===== config.mk =====
export PLATFORM = sky130hd
export DESIGN_NAME = fifo_wr_arb
export DESIGN_NICKNAME = d
export VERILOG_FILES = /design/src/rtl/fifo_arb_pkg.sv /design/src/rtl/rr_pick.sv /design/src/rtl/fifo_wr_arb.sv
export SDC_FILE = /design/constraint.sdc
export NUM_CORES = 1
export LEC_CHECK = 0
export BUFFER_PORTS_ARGS = -buffer_cell sky130_fd_sc_hd__buf_4
export CAP_MARGIN = 30
export CORE_MARGIN = 2
export CORE_UTILIZATION = 41
export DETAILED_ROUTE_END_ITERATION = 10
export PLACE_DENSITY = 0.89
export SYNTH_ARGS = -nofsm -noshare
export SYNTH_HDL_FRONTEND = slang
export SYNTH_HIERARCHICAL = 1
export SYNTH_SLANG_ARGS = --single-unit

===== constraint.sdc =====
create_clock -name clk -period 2.3 [get_ports clk]
set_input_delay 0.115 -clock clk [delete_from_list [all_inputs] [get_ports clk]]
set_output_delay 0.115 -clock clk [all_outputs]
set_load 0.005 [all_outputs]

===== src/rtl/fifo_arb_pkg.sv =====
// Shared definitions for the FIFO write-port arbiter: FSM encoding and
// stall-counter width.
package fifo_arb_pkg;

  localparam logic [0:0] StIdle  = 1'b0;
  localparam logic [0:0] StBurst = 1'b1;

  localparam int unsigned StallCntW = 16;

  function automatic logic [StallCntW-1:0] stall_sat_inc(input logic [StallCntW-1:0] v);
    return (&v) ? v : v + 1'b1;
  endfunction

endpackage


===== src/rtl/rr_pick.sv =====
// Combinational round-robin picker: first requester with req set, searching
// upward from ptr+1 with wrap-around.
module rr_pick #(
  parameter int unsigned NUM_REQ = 4,
  localparam int unsigned PtrW   = $clog2(NUM_REQ)
) (
  input  logic [NUM_REQ-1:0] req,
  input  logic [PtrW-1:0]    ptr,
  output logic [NUM_REQ-1:0] sel,
  output logic [PtrW-1:0]    idx,
  output logic               valid
);

  int unsigned cand;

  always_comb begin
    sel   = '0;
    idx   = '0;
    valid = 1'b0;
    cand  = 0;
    for (int unsigned k = 1; k <= NUM_REQ; k++) begin
      cand = (32'(ptr) + k) % NUM_REQ;
      if (!valid && req[cand]) begin
        valid     = 1'b1;
        sel[cand] = 1'b1;
        idx       = PtrW'(cand);
      end
    end
  end

endmodule


===== src/rtl/fifo_wr_arb.sv =====
// Round-robin arbiter granting bursts of up to MAX_BURST words on one FIFO
// write port. Define FIFO_WR_ARB_STATS_EN to add the stall_cnt output.
module fifo_wr_arb
  import fifo_arb_pkg::*;
#(
  parameter int unsigned DATA_WITH = 16,
  parameter int unsigned NUM_REQ   = 4,
  parameter int unsigned MAX_BURST = 8
) (
  input  logic                         clk,
  input  logic                         rst,
  input  logic [NUM_REQ-1:0]           req,
  input  logic [NUM_REQ*DATA_WITH-1:0] req_data,
  output logic [NUM_REQ-1:0]           grant,
  output logic [NUM_REQ-1:0]           ack,
  input  logic                         fifo_full,
  output logic                         fifo_write,
  output logic [DATA_WITH-1:0]         fifo_data_in
`ifdef FIFO_WR_ARB_STATS_EN
  ,
  output logic [StallCntW-1:0]         stall_cnt
`endif
);

  localparam int unsigned PtrW = $clog2(NUM_REQ);
  localparam int unsigned CntW = $clog2(MAX_BURST + 1);
  localparam logic [CntW-1:0] LastCnt = CntW'(MAX_BURST - 1);

  logic [0:0]         state_q, state_d;
  logic [PtrW-1:0]    owner_q, owner_d;
  logic [PtrW-1:0]    ptr_q, ptr_d;
  logic [CntW-1:0]    cnt_q, cnt_d;

  logic [NUM_REQ-1:0] pick_sel;
  logic [PtrW-1:0]    pick_idx;
  logic               pick_valid;
  logic               owner_req;

  rr_pick #(
    .NUM_REQ (NUM_REQ)
  ) u_rr_pick (
    .req   (req),
    .ptr   (ptr_q),
    .sel   (pick_sel),
    .idx   (pick_idx),
    .valid (pick_valid)
  );

  assign owner_req = req[owner_q];

  always_comb begin
    state_d      = state_q;
    owner_d      = owner_q;
    ptr_d        = ptr_q;
    cnt_d        = cnt_q;
    grant        = '0;
    ack          = '0;
    fifo_write   = 1'b0;
    fifo_data_in = '0;
    unique case (state_q)
      StIdle: begin
        // fifo_full deliberately plays no part in selection.
        if (pick_valid) begin
          owner_d = pick_idx;
          cnt_d   = '0;
          state_d = StBurst;
        end
      end
      StBurst: begin
        grant[owner_q] = 1'b1;
        fifo_write     = owner_req && !fifo_full;
        ack[owner_q]   = fifo_write;
        fifo_data_in   = req_data[32'(owner_q) * DATA_WITH +: DATA_WITH];
        if (!owner_req) begin
          state_d = StIdle;
          ptr_d   = owner_q;
        end else if (fifo_write) begin
          cnt_d = cnt_q + 1'b1;
          if (cnt_q == LastCnt) begin
            state_d = StIdle;
            ptr_d   = owner_q;
          end
        end
      end
      default: state_d = StIdle;
    endcase
  end

  always_ff @(posedge clk or negedge rst) begin
    if (!rst) begin
      state_q <= StIdle;
      owner_q <= '0;
      ptr_q   <= PtrW'(NUM_REQ - 1);
      cnt_q   <= '0;
    end else begin
      state_q <= state_d;
      owner_q <= owner_d;
      ptr_q   <= ptr_d;
      cnt_q   <= cnt_d;
    end
  end

`ifdef FIFO_WR_ARB_STATS_EN
  logic [StallCntW-1:0] stall_cnt_q, stall_cnt_d;

  always_comb begin
    stall_cnt_d = stall_cnt_q;
    if (state_q == StBurst && owner_req && fifo_full) begin
      stall_cnt_d = stall_sat_inc(stall_cnt_q);
    end
  end

  always_ff @(posedge clk or negedge rst) begin
    if (!rst) begin
      stall_cnt_q <= '0;
    end else begin
      stall_cnt_q <= stall_cnt_d;
    end
  end

  assign stall_cnt = stall_cnt_q;
`endif

endmodule

==> impl_metrics.csv, run 1 <==
group,metric,value,unit
grt,grt_antenna_before_repair,0,
floorplan,rows,20,
sta,period_minus_slack,2.06,ns
worst_setup_path,worstPathMaxFanout,7,
power_and_ir_drop,powerDensity,1020,nW/um^2
outcome,status,"complete, no violations",
place,portBuffers,95,
place,hpwl,3.32,mm
layout,antennaDiodeCount,0,
route,drtIter0Drc,61,
floorplan,design.portCount,96,
place,gp_congestion,0.883,
power_and_ir_drop,p_sw_share,39.5,%
clock_tree,tritoncts,"yes",
worst_setup_path,critPathLaunchType,"register",
power_and_ir_drop,power_frac_comb,77.5,%
route,route.vias.total,1343,
worst_hold_path,hp-class,"input pin to asynchronous set/reset pin",
clock_tree,cts_made_buffers,3,
layout,drive_gt1_share,61.0,%
worst_setup_path,crit_arrival,2.28,ns
sta,min_period_over_period,89.7,%
floorplan,core_area,3030,sq um
logic_synthesis,ys_warn_count,6,
flow_run,max-cap-violations,0,
clock_tree,clk_path_buf_depth,2,
worst_setup_path,endpoint_kind,"register",
grt,grt_max_degree,21,
grt,globalRouteOverflowTotal,0,
grt,track_usage,22.2,%
worst_setup_path,required,2.52,ns
sta,fmax,484,MHz
power_and_ir_drop,p_leak,0.955,nW
floorplan,die_area,3600,sq um
clock_tree,post_cts_resized,0,
sta,worstMarginPinSlew,0.505,ns
sta,finalClockSkew,0.0115,ns
power_and_ir_drop,p_int,1.27,mW
sta,slew-limit-headroom,66.3,%
logic_synthesis,syn_area,1290,sq um
grt,grt_pass1_vias,1231,
sta,rsz0062_at_grt,"no",
route,via_per_inst,5.13,
route,drc_errors,0,
floorplan,die_h,60.0,microns
sta,holdWs,0.189,ns
logic_synthesis,synth_fp_nets,201,
place,dp_slack,0.254,ns
power_and_ir_drop,seqPwrFrac,16.4,%
sta,fin_setup_tns,0,ns
clock_tree,clk_latency,0.28,ns
route,firstDrtPassIters,4,
clock_tree,clock-root-buffer,"clkbuf_4",
route,drtAntennaViolNets,0,
power_and_ir_drop,total_power,2.10,mW
logic_synthesis,postSynthAreaPerCell,10.1,sq um
layout,nNetsFinal,292,
floorplan,initial_core_util,42.5,%
power_and_ir_drop,pwr-share-clk,6.1,%
clock_tree,htree_levels,1,
grt,grt_pass1_wl,5.94,mm
sta,fin_ws,0.236,ns
power_and_ir_drop,switchingPower,0.828,mW
power_and_ir_drop,irDropWorstVdd,730,uV
route,wire_per_inst,15.2,microns
layout,areaGrowthSynthToFinish,59.5,%
sta,finalMaxSlewViolations,0,
clock_tree,clk_pin_slew,0.07,ns
clock_tree,post_cts_buffers,0,
sta,setup_viol,0,
route,wirelength,3.97,mm
floorplan,die_w,60.0,microns
logic_synthesis,post_synth_inst_count,128,
sta,finalHoldViolations,0,
worst_setup_path,critical_path_class,"register to register",
clock_tree,cts.sinks,9,
==> power groups by stage <==
stage | registers (mW) | clock network (mW) | logic [mW]
6_report | 0.343 | 0.128 | 1.62
5_1_grt | 0.359 | 0.143 | 1.77
4_1_cts | 0.343 | 0.130 | 1.64
3_5_place_dp | 0.345 | 0 | 1.63
3_3_place_gp | 0.340 | 0 | 1.59
2_1_floorplan | 0.286 | 0 | 1.13
==> worst paths after layout <==
check / startpoint / end / slack [ns] / depth (start not counted)
max: ptr_q[1] / owner_q[0] / 0.24 / 7
min: rst / owner_q[0] / 0.19 / 2
max reg2reg: ptr_q[1] / owner_q[0] / 0.24 / 7
min reg2reg: cnt_q[0] / cnt_q[0] / 0.51 / 1
max in group asynchronous: rst / ptr_q[0] / 1.90 / 2
min in group clk: fifo_full / cnt_q[3] / 0.27 / 4
==> stage by stage <==
step | instance area (sq um) | std cells | utilization, %
finish | 2050 | 262 | 67.8
global route | 2050 | 262 | 67.8
CTS | 2050 | 262 | 67.8
detailed placement | 2020 | 257 | 66.6
global placement | 2020 | 257 | 66.6
floorplan | 1290 | 128 | -
==> routing by layer <==
layer  up-vias  global-route usage, %  routed length, microns
met4         0                   8.89                      90
met3         9                   4.11                     310
li1        651                      -                       -
met5         -                      0                       0
met2        56                   37.9                    1980
met1       627                   27.3                    1590
==> what timing repair did <==
item,in CTS,in global routing
hold endpoints to repair,9,0
endpoints found under the setup margin,0,0
hold buffers,1,0
==> state kept, by name, summed over array words and instances, names as in the netlist <==
signal / count
cnt_q: 4
state_q: 1
owner_q: 2
ptr_q: 2
==> worst max-delay path: stages (launching register included) <==
cell      delay [ns]
dfstp_2         0.58
inv_1           0.07
ha_1            0.37
a21oi_1         0.15
a211oi_1        0.07
a311o_1         0.34
a221oi_1        0.25
mux2_2          0.18
==> placed cells by master, fill, tap and decap left out, types with 3 or more instances in the layout <==
cell type	n
buf_4	98
o21ai_0	3
nand3_1	5
mux2_2	5
mux4_2	16
inv_1	7
clkbuf_4	3
nor2_1	12
nand2_1	7
and2_1	16
a211oi_1	3
dfrtp_1	7
nand2b_1	3
mux2i_1	3
==> cell type report <==
cell class | count | area, sq um
Timing Repair Buffer | 100 | 766
Sequential cell | 9 | 228
Clock buffer | 4 | 26.3
Fill cell | 248 | 975
Multi-Input combinational cell | 98 | 952
Tap cell | 44 | 55.1
Inverter | 7 | 26.3
Note: power is estimated with default switching activity, not from simulation.
==> run 2, diff against run 1 <==
--- a/config.mk
+++ b/config.mk
@@ -8,9 +8,10 @@
 export BUFFER_PORTS_ARGS = -buffer_cell sky130_fd_sc_hd__buf_4
 export CAP_MARGIN = 30
 export CORE_MARGIN = 2
-export CORE_UTILIZATION = 41
+export CORE_UTILIZATION = 43
 export DETAILED_ROUTE_END_ITERATION = 10
 export PLACE_DENSITY = 0.89
+export SETUP_SLACK_MARGIN = 0.05
 export SYNTH_ARGS = -nofsm -noshare
 export SYNTH_HDL_FRONTEND = slang
 export SYNTH_HIERARCHICAL = 1
==> constraint.sdc (replaced) <==
create_clock -name clk -period 2.65 [get_ports clk]
set_input_delay 0.1325 -clock clk [delete_from_list [all_inputs] [get_ports clk]]
set_output_delay 0.1325 -clock clk [all_outputs]
set_load 0.005 [all_outputs]
==> impl_metrics.csv, run 2 (synthesis gave the netlist of run 1 again) <==
group,metric,value,unit
grt,track_usage,24.1,%
route,drc_errors,10,
sta,worstMarginPinSlew,0.669,ns
place,placedCellCount,244,
worst_setup_path,rrSetupSlack,0.54,ns
worst_setup_path,path_cells,"inv_1 -> ha_1 -> a21oi_1 -> a211oi_1 -> a311o_1 -> a221oi_1 -> mux2_2",
worst_setup_path,required,2.86,ns
floorplan,design.portCount,96,
layout,reg.largest.list,"cnt_q x4, owner_q x2, ptr_q x2",
layout,final_common_cell,"buf_4",
power_and_ir_drop,p_int,1.08,mW
floorplan,initial_core_util,45.9,%
worst_setup_path,critPathMaxStageDelay,0.64,ns
grt,grt_max_degree,17,
layout,drive_gt1_share,61.5,%
sta,fin_setup_tns,0,ns
grt,globalRouteOverflowTotal,0,
clock_tree,clk_pin_slew,0.07,ns
floorplan,core_area,2810,sq um
power_and_ir_drop,pwr-share-clk,6.1,%
place,gp_congestion,0.889,
worst_setup_path,crit_arrival,2.31,ns
floorplan,die_area,3450,sq um
sta,period_minus_slack,2.11,ns
floorplan,rows,19,
layout,areaGrowthSynthToFinish,57.3,%
worst_setup_path,endpoint,"owner_q[0]",
clock_tree,tritoncts,"yes",
clock_tree,clock-root-buffer,"clkbuf_4",
sta,finalClockSkew,0.00389,ns
layout,nNetsFinal,292,
clock_tree,post_cts_buffers,0,
layout,instances_no_fill,249,
route,wire_per_inst,16.2,microns
clock_tree,post_cts_resized,0,
route,route.vias.total,1371,
grt,grt_antenna_before_repair,0,
sta,rsz0062_at_grt,"no",
power_and_ir_drop,power_frac_comb,76.1,%
flow_run,max-cap-violations,0,
worst_setup_path,r2r-end,"owner_q[0]",
power_and_ir_drop,powerDensity,883,nW/um^2
worst_setup_path,critical_path_class,"register to register",
power_and_ir_drop,switchingPower,0.709,mW
worst_setup_path,worst_path_max_delay_cell,"dfstp_2",
route,via_per_inst,5.51,
sta,holdWs,0.221,ns
power_and_ir_drop,p_sw_share,39.7,%
clock_tree,cts_hold_buf,1,
layout,antennaDiodeCount,0,
sta,finalMaxSlewViolations,0,
clock_tree,clk_path_buf_depth,2,
place,dp_slack,0.552,ns
floorplan,die_h,58.7,microns
route,drtIter0Drc,58,
grt,grt_pass1_vias,1334,
worst_setup_path,cp-startpoint,"ptr_q[0]",
worst_setup_path,critPathLaunchType,"register",
outcome,violations,"DRC",
power_and_ir_drop,irDropWorstVdd,523,uV
layout,final_cell_mix,"99 x buf_4, 16 x mux4_2, 16 x and2_1",
worst_setup_path,endpoint_kind,"register",
worst_hold_path,hp-class,"input pin to asynchronous set/reset pin",
sta,finalHoldViolations,0,
route,firstDrtPassIters,7,
sta,min_period_over_period,79.5,%
layout,largest_register_ffs,4,
clock_tree,cts_made_buffers,3,
route,drtAntennaViolNets,0,
route,wirelength,4.04,mm
clock_tree,cts.sinks,9,
clock_tree,clk_latency,0.27,ns
place,portBuffers,95,
power_and_ir_drop,p_leak,0.954,nW
power_and_ir_drop,seqPwrFrac,17.8,%
sta,slew-limit-headroom,55.4,%
worst_setup_path,worstPathMaxFanout,11,
worst_setup_path,rr_startpoint,"ptr_q[0]",
sta,fin_ws,0.543,ns
outcome,status,"finished with violations",
layout,regMostFlops,"cnt_q",
clock_tree,htree_levels,1,
layout,fin_util,72.2,%
place,hpwl,3.41,mm
grt,grt_pass1_wl,6.35,mm
floorplan,die_w,58.7,microns
sta,fmax,475,MHz
worst_setup_path,reg2reg_depth,7,
sta,setup_viol,0,
run 2: cell count changes in the layout (fill, tap and decap cells not counted), sizes merged:
cell	change
clkbuf	-1
clkinv	+1
run 2: how the worst min path moves through the flow:
stage | cells after the start | to | from | slack (ns)
6_report | 2 | cnt_q[3] | rst | 0.22
5_1_grt | 2 | cnt_q[1] | rst | 0.22
4_1_cts | 2 | cnt_q[1] | rst | 0.22
3_5_place_dp | 1 | cnt_q[0] | rst | -0.04
3_3_place_gp | 1 | cnt_q[0] | rst | -0.04
2_1_floorplan | 0 | cnt_q[0] | rst | -0.16
run 2: layout make-up:
cell class	instances	area, sq um
clock inverter	1	5.00
clock buffer	3	22.5
timing repair buffer	100	753
multi-input combinational	98	952
sequential	9	228
inverter	7	26.3
tap	31	38.8
fill	200	779
run 2: power groups by stage:
stage / clock network [mW] / logic (mW) / registers, mW
after global routing: 0.121 / 1.49 / 0.336
after floorplan: 0 / 0.983 / 0.248
after global placement: 0 / 1.33 / 0.320
final: 0.110 / 1.36 / 0.318
after CTS: 0.114 / 1.37 / 0.318
after detailed placement: 0 / 1.36 / 0.321
run 2: worst max-delay path: cells and delay by family (launching register included):
kind | cells | cell delay (ns)
buf+inv | 1 | 0.07
compound gates | 4 | 0.78
mux | 1 | 0.18
fa+ha+maj | 1 | 0.39
flops | 1 | 0.64
run 2: per-stage QoR:
stage | cell area [sq um] | power, mW
3_3_place_gp | 1990 | 1.65
2_1_floorplan | 1290 | 1.23
3_5_place_dp | 1990 | 1.69
5_1_grt | 2030 | 1.95
6_report | 2030 | 1.79
4_1_cts | 2030 | 1.80
run 2: layer usage:
metal | up-vias | part of all wire, % | routed length, microns | track usage, %
li1 | 650 | - | - | -
met1 | 657 | 34 | 1390 | 27.2
met2 | 60 | 56 | 2260 | 46.5
met3 | 4 | 8.8 | 354 | 3.96
met4 | 0 | 0.84 | 34 | 5.84
met5 | - | 0 | 0 | 0
